### config.mk
export PLATFORM = sky130hd
export DESIGN_NAME = lsu_ctrl
export DESIGN_NICKNAME = d
export VERILOG_FILES = /design/src/rtl/lsu_ctrl_pkg.sv /design/src/rtl/lsu_align.sv /design/src/rtl/lsu_ctrl.sv
export SDC_FILE = /design/constraint.sdc
export NUM_CORES = 1
export LEC_CHECK = 0
export CAP_MARGIN = 15
export CORE_ASPECT_RATIO = 1.2
export CORE_MARGIN = 3
export CORE_UTILIZATION = 49
export CTS_CLUSTER_DIAMETER = 80
export CTS_CLUSTER_SIZE = 14
export DETAILED_ROUTE_END_ITERATION = 7
export PLACE_DENSITY = 0.89
export SLEW_MARGIN = 40
export SYNTH_ARGS = -nofsm -noshare
export SYNTH_HDL_FRONTEND = slang
export SYNTH_SLANG_ARGS = --single-unit
### constraint.sdc
create_clock -name clk -period 3.9 [get_ports clk]
set_clock_uncertainty 0.2 [all_clocks]
set_input_delay 0.975 -clock clk [delete_from_list [all_inputs] [get_ports clk]]
set_output_delay 0.975 -clock clk [all_outputs]
set_load 0.005 [all_outputs]
### src/rtl/lsu_ctrl_pkg.sv
// Shared load/store unit definitions: op encodings, FSM states and
// byte-lane sizing helpers used by the controller and its aligner.
package lsu_ctrl_pkg;

  typedef enum logic [3:0] {
    OP_LD_B  = 4'b0000,
    OP_LD_H  = 4'b0001,
    OP_LD_W  = 4'b0010,
    OP_ST_B  = 4'b0100,
    OP_ST_H  = 4'b0101,
    OP_ST_W  = 4'b0110,
    OP_LD_BU = 4'b1000,
    OP_LD_HU = 4'b1001
  } lsu_op_e;

  typedef enum logic [1:0] {
    ST_IDLE = 2'd0,
    ST_REQ  = 2'd1,
    ST_WAIT = 2'd2,
    ST_RESP = 2'd3
  } lsu_state_e;

  function automatic int strb_bits(input int data_w);
    return data_w / 8;
  endfunction

  function automatic int lane_bits(input int data_w);
    return $clog2(data_w / 8);
  endfunction

  function automatic logic op_is_load(input logic [3:0] op);
    case (op)
      OP_LD_B, OP_LD_H, OP_LD_W, OP_LD_BU, OP_LD_HU: return 1'b1;
      default:                                        return 1'b0;
    endcase
  endfunction

  function automatic logic op_is_store(input logic [3:0] op);
    case (op)
      OP_ST_B, OP_ST_H, OP_ST_W: return 1'b1;
      default:                   return 1'b0;
    endcase
  endfunction

  // op[1:0] encodes the access size for every legal load/store
  function automatic logic op_misaligned(input logic [3:0] op, input logic [1:0] lo);
    case (op[1:0])
      2'b01:   return lo[0];
      2'b10:   return |lo;
      default: return 1'b0;
    endcase
  endfunction

endpackage

### src/rtl/lsu_align.sv
// Byte-lane steering: store strobe/data replication and load extract/extend
// for a little-endian DATA_W-wide bus.
module lsu_align
  import lsu_ctrl_pkg::*;
#(
  parameter int DATA_W = 32,
  localparam int NB     = strb_bits(DATA_W),
  localparam int LANE_W = lane_bits(DATA_W)
) (
  input  logic [3:0]        op,
  input  logic [LANE_W-1:0] lane,
  input  logic [31:0]       st_src,
  input  logic [DATA_W-1:0] ld_src,
  output logic [NB-1:0]     st_strb,
  output logic [DATA_W-1:0] st_data,
  output logic [31:0]       ld_data
);

  logic [NB-1:0] base;
  logic [31:0]   ld_lane;

  function automatic logic [31:0] ext8(input logic [7:0] b, input logic sgn);
    return {{24{sgn & b[7]}}, b};
  endfunction

  function automatic logic [31:0] ext16(input logic [15:0] h, input logic sgn);
    return {{16{sgn & h[15]}}, h};
  endfunction

  always_comb begin
    base = '0;
    case (op[1:0])
      2'b00:   base[0]   = 1'b1;
      2'b01:   base[1:0] = 2'b11;
      default: base[3:0] = 4'hF;
    endcase
    st_strb = op_is_store(op) ? (base << lane) : '0;

    // replicate so the addressed lane carries the data whatever its offset
    case (op[1:0])
      2'b00:   st_data = {NB{st_src[7:0]}};
      2'b01:   st_data = {(NB/2){st_src[15:0]}};
      default: st_data = {(NB/4){st_src}};
    endcase

    ld_lane = 32'(ld_src >> {lane, 3'b000});
    case (op)
      OP_LD_B:  ld_data = ext8(ld_lane[7:0], 1'b1);
      OP_LD_BU: ld_data = ext8(ld_lane[7:0], 1'b0);
      OP_LD_H:  ld_data = ext16(ld_lane[15:0], 1'b1);
      OP_LD_HU: ld_data = ext16(ld_lane[15:0], 1'b0);
      OP_LD_W:  ld_data = ld_lane;
      default:  ld_data = '0;
    endcase
  end

endmodule

### src/rtl/lsu_ctrl.sv
// Single-outstanding load/store controller between EX and a grant/rvalid
// memory bus, with misalignment detection, bus timeout and flush.
module lsu_ctrl
  import lsu_ctrl_pkg::*;
#(
  parameter int DATA_W  = 32,
  parameter int ADDR_W  = 32,
  parameter int TIMEOUT = 16
) (
  input  logic                clk,
  input  logic                rst_n,
  input  logic                req_valid,
  output logic                req_ready,
  input  logic [3:0]          lsu_op,
  input  logic [ADDR_W-1:0]   addr,
  input  logic [31:0]         wdata,
  output logic                resp_valid,
  output logic [31:0]         rdata,
  output logic                exc_misalign,
  output logic                exc_bus,
  output logic                mem_req,
  output logic                mem_we,
  output logic [ADDR_W-1:0]   mem_addr,
  output logic [DATA_W/8-1:0] mem_wstrb,
  output logic [DATA_W-1:0]   mem_wdata,
  input  logic                mem_gnt,
  input  logic                mem_rvalid,
  input  logic [DATA_W-1:0]   mem_rdata,
  input  logic                flush
);

  localparam int NB     = strb_bits(DATA_W);
  localparam int LANE_W = lane_bits(DATA_W);
  localparam int CNT_W  = (TIMEOUT > 2) ? $clog2(TIMEOUT) : 1;
  localparam logic [CNT_W-1:0] CNT_LAST = CNT_W'(TIMEOUT - 1);

  lsu_state_e        state_q, state_d;
  logic [3:0]        op_q, op_d;
  logic [ADDR_W-1:0] addr_q, addr_d;
  logic [31:0]       wdata_q, wdata_d;
  logic [CNT_W-1:0]  cnt_q, cnt_d;
  logic [31:0]       rdata_q, rdata_d;
  logic              mis_q, mis_d;
  logic              bus_q, bus_d;
  logic              hs;

  logic [NB-1:0]     st_strb;
  logic [DATA_W-1:0] st_data;
  logic [31:0]       ld_data;

  lsu_align #(.DATA_W(DATA_W)) u_align (
    .op      (op_q),
    .lane    (addr_q[LANE_W-1:0]),
    .st_src  (wdata_q),
    .ld_src  (mem_rdata),
    .st_strb (st_strb),
    .st_data (st_data),
    .ld_data (ld_data)
  );

  always_comb begin
    state_d = state_q;
    op_d    = op_q;
    addr_d  = addr_q;
    wdata_d = wdata_q;
    cnt_d   = cnt_q;
    rdata_d = rdata_q;
    mis_d   = mis_q;
    bus_d   = bus_q;
    hs      = req_valid && (state_q == ST_IDLE) && !flush;

    case (state_q)
      ST_IDLE: begin
        if (hs) begin
          rdata_d = '0;
          mis_d   = 1'b0;
          bus_d   = 1'b0;
          // NOPs and misaligned accesses complete without touching the bus
          if (!op_is_load(lsu_op) && !op_is_store(lsu_op)) begin
            state_d = ST_RESP;
          end else if (op_misaligned(lsu_op, addr[1:0])) begin
            mis_d   = 1'b1;
            state_d = ST_RESP;
          end else begin
            op_d    = lsu_op;
            addr_d  = addr;
            wdata_d = wdata;
            state_d = ST_REQ;
          end
        end
      end
      ST_REQ: begin
        if (flush) begin
          state_d = ST_IDLE;
        end else if (mem_gnt) begin
          cnt_d   = '0;
          state_d = ST_WAIT;
        end
      end
      ST_WAIT: begin
        if (flush) begin
          state_d = ST_IDLE;
        end else if (mem_rvalid) begin
          rdata_d = op_is_load(op_q) ? ld_data : '0;
          state_d = ST_RESP;
        end else if (cnt_q == CNT_LAST) begin
          bus_d   = 1'b1;
          state_d = ST_RESP;
        end else begin
          cnt_d = cnt_q + 1'b1;
        end
      end
      default: state_d = ST_IDLE;
    endcase
  end

  always_ff @(posedge clk or negedge rst_n) begin
    if (!rst_n) begin
      state_q <= ST_IDLE;
      op_q    <= '0;
      addr_q  <= '0;
      wdata_q <= '0;
      cnt_q   <= '0;
      rdata_q <= '0;
      mis_q   <= 1'b0;
      bus_q   <= 1'b0;
    end else begin
      state_q <= state_d;
      op_q    <= op_d;
      addr_q  <= addr_d;
      wdata_q <= wdata_d;
      cnt_q   <= cnt_d;
      rdata_q <= rdata_d;
      mis_q   <= mis_d;
      bus_q   <= bus_d;
    end
  end

  assign req_ready    = (state_q == ST_IDLE);
  assign resp_valid   = (state_q == ST_RESP);
  assign rdata        = resp_valid ? rdata_q : '0;
  assign exc_misalign = resp_valid & mis_q;
  assign exc_bus      = resp_valid & bus_q;

  assign mem_req   = (state_q == ST_REQ);
  assign mem_we    = mem_req & op_is_store(op_q);
  assign mem_addr  = mem_req ? {addr_q[ADDR_W-1:LANE_W], {LANE_W{1'b0}}} : '0;
  assign mem_wstrb = mem_we ? st_strb : '0;
  assign mem_wdata = mem_we ? st_data : '0;

endmodule

* Word level (Yosys, flattened, before mapping)
Cells that the tools add are included.
** Storage, ports and cells
- Register bits after elaboration :: 108
- Input port bits :: 106
- Output and inout bits :: 106
- Word-level logic and storage cells :: 122
** Operators by class
- Add/sub/neg operators :: 1
- Equality and inequality tests :: 31
- Shift operators :: 2
- Mux-type cells :: 51
- Bitwise logic cells :: 5
- Reduce and logical (&&, ||, !) cells :: 24
** Operators by type and width (number)
- 32-bit 2-to-1 mux :: 7
- 32-bit one-hot mux with 5 select lines :: 1
- 32-bit one-hot mux with 2 select lines :: 2
- 32-bit by 5-bit right shift with 32-bit output :: 1
- 4-bit 2-to-1 mux :: 7
- 4-bit by 3-bit == test with 1-bit output (second input constant) :: 6
- 1-bit 2-to-1 mux :: 21
- 4-bit == test (second input constant) :: 5
- 2-bit 2-to-1 mux :: 9
- 2-bit inequality test (second input constant) :: 6
- 5-bit OR reduction :: 2
- 4-bit by 1-bit == test with 1-bit output (second input constant) :: 2
- 4-bit by 2-bit == test with 1-bit output (second input constant) :: 2
- 4-bit logical NOT :: 2
- 4-bit one-hot mux with 2 select lines :: 1
- 4-bit AND reduction :: 2
- 2-bit by 1-bit == test with 1-bit output (second input constant) :: 3
- 2-bit == test (second input constant) :: 3
- 2-bit one-hot mux with 3 select lines :: 1
- 6-bit AND reduction :: 1
- 3-bit OR reduction :: 2
- 5-bit AND reduction :: 1
- 4-bit by 1-bit adder with 4-bit output (second input constant) :: 1
- 2-bit logical NOT :: 2
- other kinds (13) :: 24

* Logic depth before layout (Yosys ltp)
- Word-level depth :: 14
- Depth in mapped cells :: 8
- Mapped depth without buffers :: 6

* Cells and area by module
From an unflattened synthesis, not the netlist that was laid out.
** Unflattened totals
- Cell total of the unflattened synthesis :: 568
- Area, all modules :: 6222.2 µm²
** By module, submodules not included
- lsu_ctrl :: times used 1, cells an instance 397, area an instance 4923.5 µm², sequential area each 2702.6 µm²
- lsu_align :: times used 1, cells an instance 171, area an instance 1298.7 µm², sequential area each 0.0 µm²

* Worst setup path before layout
No wires, ideal clock.
- Path type :: input-to-reg
- Start point :: input port lsu_op[0]
- End point :: register addr_q[12]
- Library setup time :: 127 ps
- Data arrival time :: 2424 ps
- Required time :: 3573 ps
- Setup slack :: 1148 ps
- Stages on the path :: 8
- Buffers on the path :: 2
- Cells stage by stage :: inv_1 ha_1 o21ai_0 a21boi_0 nor3_4 buf_6 buf_6 mux2_1
** On the way
- Longest elaborated chain between the ends :: 9
- Elaborated cells on any way between the ends :: 28
- Those cells by class :: eq/ne: 9; mux: 10; bitwise: 2; reduce/logical: 7
** RTL lines
- start, declared :: line lsu_ctrl.sv:14 : input logic [3:0] lsu_op,
- 4-bit by 1-bit == test with 1-bit output (tied with other cells) :: line lsu_ctrl_pkg.sv:32 : case (op)
- 5-bit OR reduction or 3-bit OR reduction (tied branches) :: line lsu_ctrl_pkg.sv:32, lsu_ctrl_pkg.sv:39
- 1-bit 2-to-1 mux, on equally long branches :: line lsu_ctrl_pkg.sv:32, lsu_ctrl_pkg.sv:39
- 1-bit 2-to-1 mux :: line lsu_ctrl.sv:74 : if (hs) begin
- 1-bit 2-to-1 mux :: line lsu_ctrl.sv:72 : case (state_q)
- 1-bit logical NOT :: line lsu_ctrl.sv:79 : if (!op_is_load(lsu_op) && !op_is_store(lsu_op)) begin
- 1-bit logical AND :: line lsu_ctrl.sv:79
- 1-bit NOT (no source line)
- 4-bit AND reduction (no source line) *
- end signal, assigned :: line lsu_ctrl.sv:130 : addr_q <= addr_d;
- end, declared :: line lsu_ctrl.sv:39 : logic [ADDR_W-1:0] addr_q, addr_d;
Every way passes the cells marked *; elsewhere a longest branch is shown, timed or not. The select of a mux whose other input is x is not followed.
A chain may end at the register's enable or synchronous reset.

* Final worst setup path
- Start point :: register op_q[1]
- End point :: output port mem_wdata[10]
** On the way
- Longest elaborated chain between the ends :: 5
- Elaborated cells on any way between the ends :: 10
- Those cells by class :: eq/ne: 4; mux: 3; bitwise: 1; reduce/logical: 2
** RTL lines
- start, declared :: line lsu_ctrl.sv:38 : logic [3:0] op_q, op_d;
- start signal, assigned :: line lsu_ctrl.sv:129 : op_q <= op_d;
- 4-bit by 3-bit == test with 1-bit output :: line lsu_ctrl_pkg.sv:39 : case (op)
- 3-bit OR reduction :: line lsu_ctrl_pkg.sv:39
- 1-bit 2-to-1 mux :: line lsu_ctrl_pkg.sv:39
- 1-bit bitwise AND :: line lsu_ctrl.sv:146 : assign mem_we = mem_req & op_is_store(op_q);
- 32-bit 2-to-1 mux * :: line lsu_ctrl.sv:149 : assign mem_wdata = mem_we ? st_data : '0;
- end, declared :: line lsu_ctrl.sv:25 : output logic [DATA_W-1:0] mem_wdata,
Every way passes the cells marked *; elsewhere a longest branch is shown, timed or not.

==> impl_metrics.toml <==
[die]
core_area_um2 = 11700
io_pins = 212
die_area_um2 = 13500
start_util_pct = 50.8
die_w_um = 107
die_y_um = 127
num_rows = 43

[global_route]
grt_max_degree = 79
grt.total_usage_pct = 25.8
grt_overflow = 0
first_global_vias = 5579
antenna_found_initial = 0
grt_pass1_wl_mm = 28.2

[yosys]
async_reset_ff_share_pct = 100
syn_area_per_cell_um2 = 10.4
ys_types = 52
synth_most_common_cell = "dfrtp_1"
synth_top_area_share_pct = 45.4
yosys_warnings = 0
synthFlopType = "dfrtp_1"
synth_cells = 575
synth_edf_count = 0
yosysSeqAreaShare_pct = 45.4
yosys-top-cells-count = "dfrtp_1, mux2_2, a21oi_1"
synth_area_um2 = 5960
ys_ff_latch = 108
netlist_top_cells_area = "dfrtp_1, mux2_2, mux2i_1"
synth_top_area_cell = "dfrtp_1"

[clock_tree]
root_buffer = "clkbuf_16"
cts_tree = "yes"
insertion_delay_ns = 0.34
clockBufferDepth = 2
cts_resized = 0
postCtsHoldBufs = 0
path_clk_slew_ns = 0.07
cts.htree.levels = 3
clock_sinks = 108
cts_buffers = 9
cts_setup_buffers = 0

[critical_path]
criticalPathCategory = "reg2out"
worstPathMaxFanout = 8
worstSetupEndpointType = "output port"
cpPeakStageDelay_ns = 0.56
crit_slowest_cell = "clkdlybuf4s50_1"
critPathBufInv = 1
arrival_ns = 2.26
crit_chain = "nor2_1 -> nand2_1 -> a21oi_1 -> clkdlybuf4s50_1"
crit_family = "simple AND/OR/NAND/NOR gates"
crit_required_ns = 2.72
startpoint_type = "register"

[power_and_ir_drop]
p_clk_share_pct = 21.3
p_seq_share_pct = 42.6
leakagePower_nw = 3.64
powerDensity_nw_per_um2 = 471
p_comb_share_pct = 36.1
p_int_mw = 2.62
switching_power_mw = 1.34
peakVddDrop_uv = 316
p_sw_share_pct = 33.9

[placement]
numPortBuffers = 209
post-dp-hpwl_mm = 12.6
pre_cts_ws_ns = 0.391
gp_congestion = 0.875

[detailed_routing]
dr.pass1.iters = 5
vias_per_cell = 5.63
drc_errors = 0
vias = 5223
drt-initial-drc-count = 242
detail_route.wl_per_cell_um = 18.7
wl_mm = 17.4
ant_nets = 0

[sta]
setup_viol = 0
layout_setup_ws_ns = 0.466
worst_slew_pin_slew_ns = 0.724
finalHoldViolCount = 0
slew_headroom_pct = 51.7
slew_violations = 0
fmax_mhz = 291
fin_crit_ns = 3.43
finalSetupTns_ns = 0
period_share_pct = 88.1
rsz0062_at_grt = "false"

[flow_run]
drv_cap = 0

[finish]
seq_area_um2 = 2700
multiInputGateArea_um2 = 3010
syn_to_final_growth_pct = 41.4
finish.net_count = 875
diodes = 0
drive_above_1_share_pct = 12.7
num-fill-cells = 882

[min_path]
hp-class = "reg2reg"

[status]
outcome = "finished clean"
## path summary, 6_finish.rpt
path | startpoint | endpoint | slack, ns | depth (start not counted)
worst max-delay path | op_q[1]$_DFFE_PN0P_ | mem_wdata[10] | 0.47 | 4
worst min-delay path | addr_q[3]$_DFFE_PN0P_ | addr_q[3]$_DFFE_PN0P_ | 0.28 | 1
worst max register to register | op_q[1]$_DFFE_PN0P_ | rdata_q[29]$_DFFE_PN0P_ | 1.17 | 5
worst min register to register | addr_q[3]$_DFFE_PN0P_ | addr_q[3]$_DFFE_PN0P_ | 0.28 | 1
max in group asynchronous | rst_n | addr_q[22]$_DFFE_PN0P_ | 2.28 | 2
min in group asynchronous | rst_n | addr_q[15]$_DFFE_PN0P_ | 0.45 | 1
## cell usage in the layout (no fill, tap or decap), types with 3 or more instances in the layout
cell	Yosys	routed
clkdlybuf4s50_1	0	208
dfrtp_1	108	108
mux2_2	57	57
a21oi_1	44	44
nor2_1	41	41
nand2_1	40	40
and2_1	39	39
mux2i_1	35	35
and3_1	34	34
o21ai_0	30	30
mux2_1	19	19
buf_4	6	14
clkbuf_16	0	9
a221o_1	8	8
a22oi_1	8	8
inv_1	7	7
o2bb2ai_1	7	7
clkinv_2	0	6
nand2b_1	5	5
nor2b_1	4	4
ha_1	4	4
nor3_1	3	3
## per-stage QoR
step	area [µm²]	cells	hold slack [ns]	power, mW	util (%)
floorplan	5960	576	0.242	2.58	-
global placement	8150	911	0.259	3.04	69.4
detailed placement	8150	911	0.269	3.13	69.5
CTS	8420	927	0.284	3.97	71.8
global route	8420	927	0.310	4.20	71.8
finish	8420	927	0.283	3.96	71.8
## power groups by stage
stage	Clock (mW)	Sequential, mW	Combinational, mW
after floorplan	0	1.60	0.978
after global placement	0	1.68	1.36
after detailed placement	0	1.71	1.42
after CTS	0.851	1.69	1.43
after global routing	0.890	1.73	1.57
final	0.843	1.69	1.43
## flip-flops by register name, indices dropped and copies added, names as in the netlist
signal   flops
cnt_q        4
state_q      2
addr_q      32
op_q         4
bus_q        1
wdata_q     32
mis_q        1
rdata_q     32
## area by class of cell
| class | instances | share of cell area (%) |
|---|---|---|
| tap | 157 | 2.33 |
| clock inverter | 6 | 0.357 |
| timing repair buffer | 224 | 26.3 |
| sequential | 108 | 32.1 |
| inverter | 7 | 0.312 |
| clock buffer | 10 | 2.84 |
| multi-input combinational | 415 | 35.7 |
## routing by layer
layer	global-route usage (%)	routed length, µm
met1	31.4	6730
met5	0	0
met2	44.4	8840
met4	10.4	512
met3	5.50	1280
## logic make-up after synthesis
| group | share of synthesized area [%] |
|---|---|
| DFF | 45.4 |
| adders and majority gates | 0.840 |
| AOI/OAI and AO/OA | 12.3 |
| buffers and inverters | 4.22 |
| other | 0.0630 |
| xor gates and xnor gates | 0.147 |
| and+or+nand+nor | 16.4 |
| muxes | 20.6 |
Power figures use the tool's default switching activity.
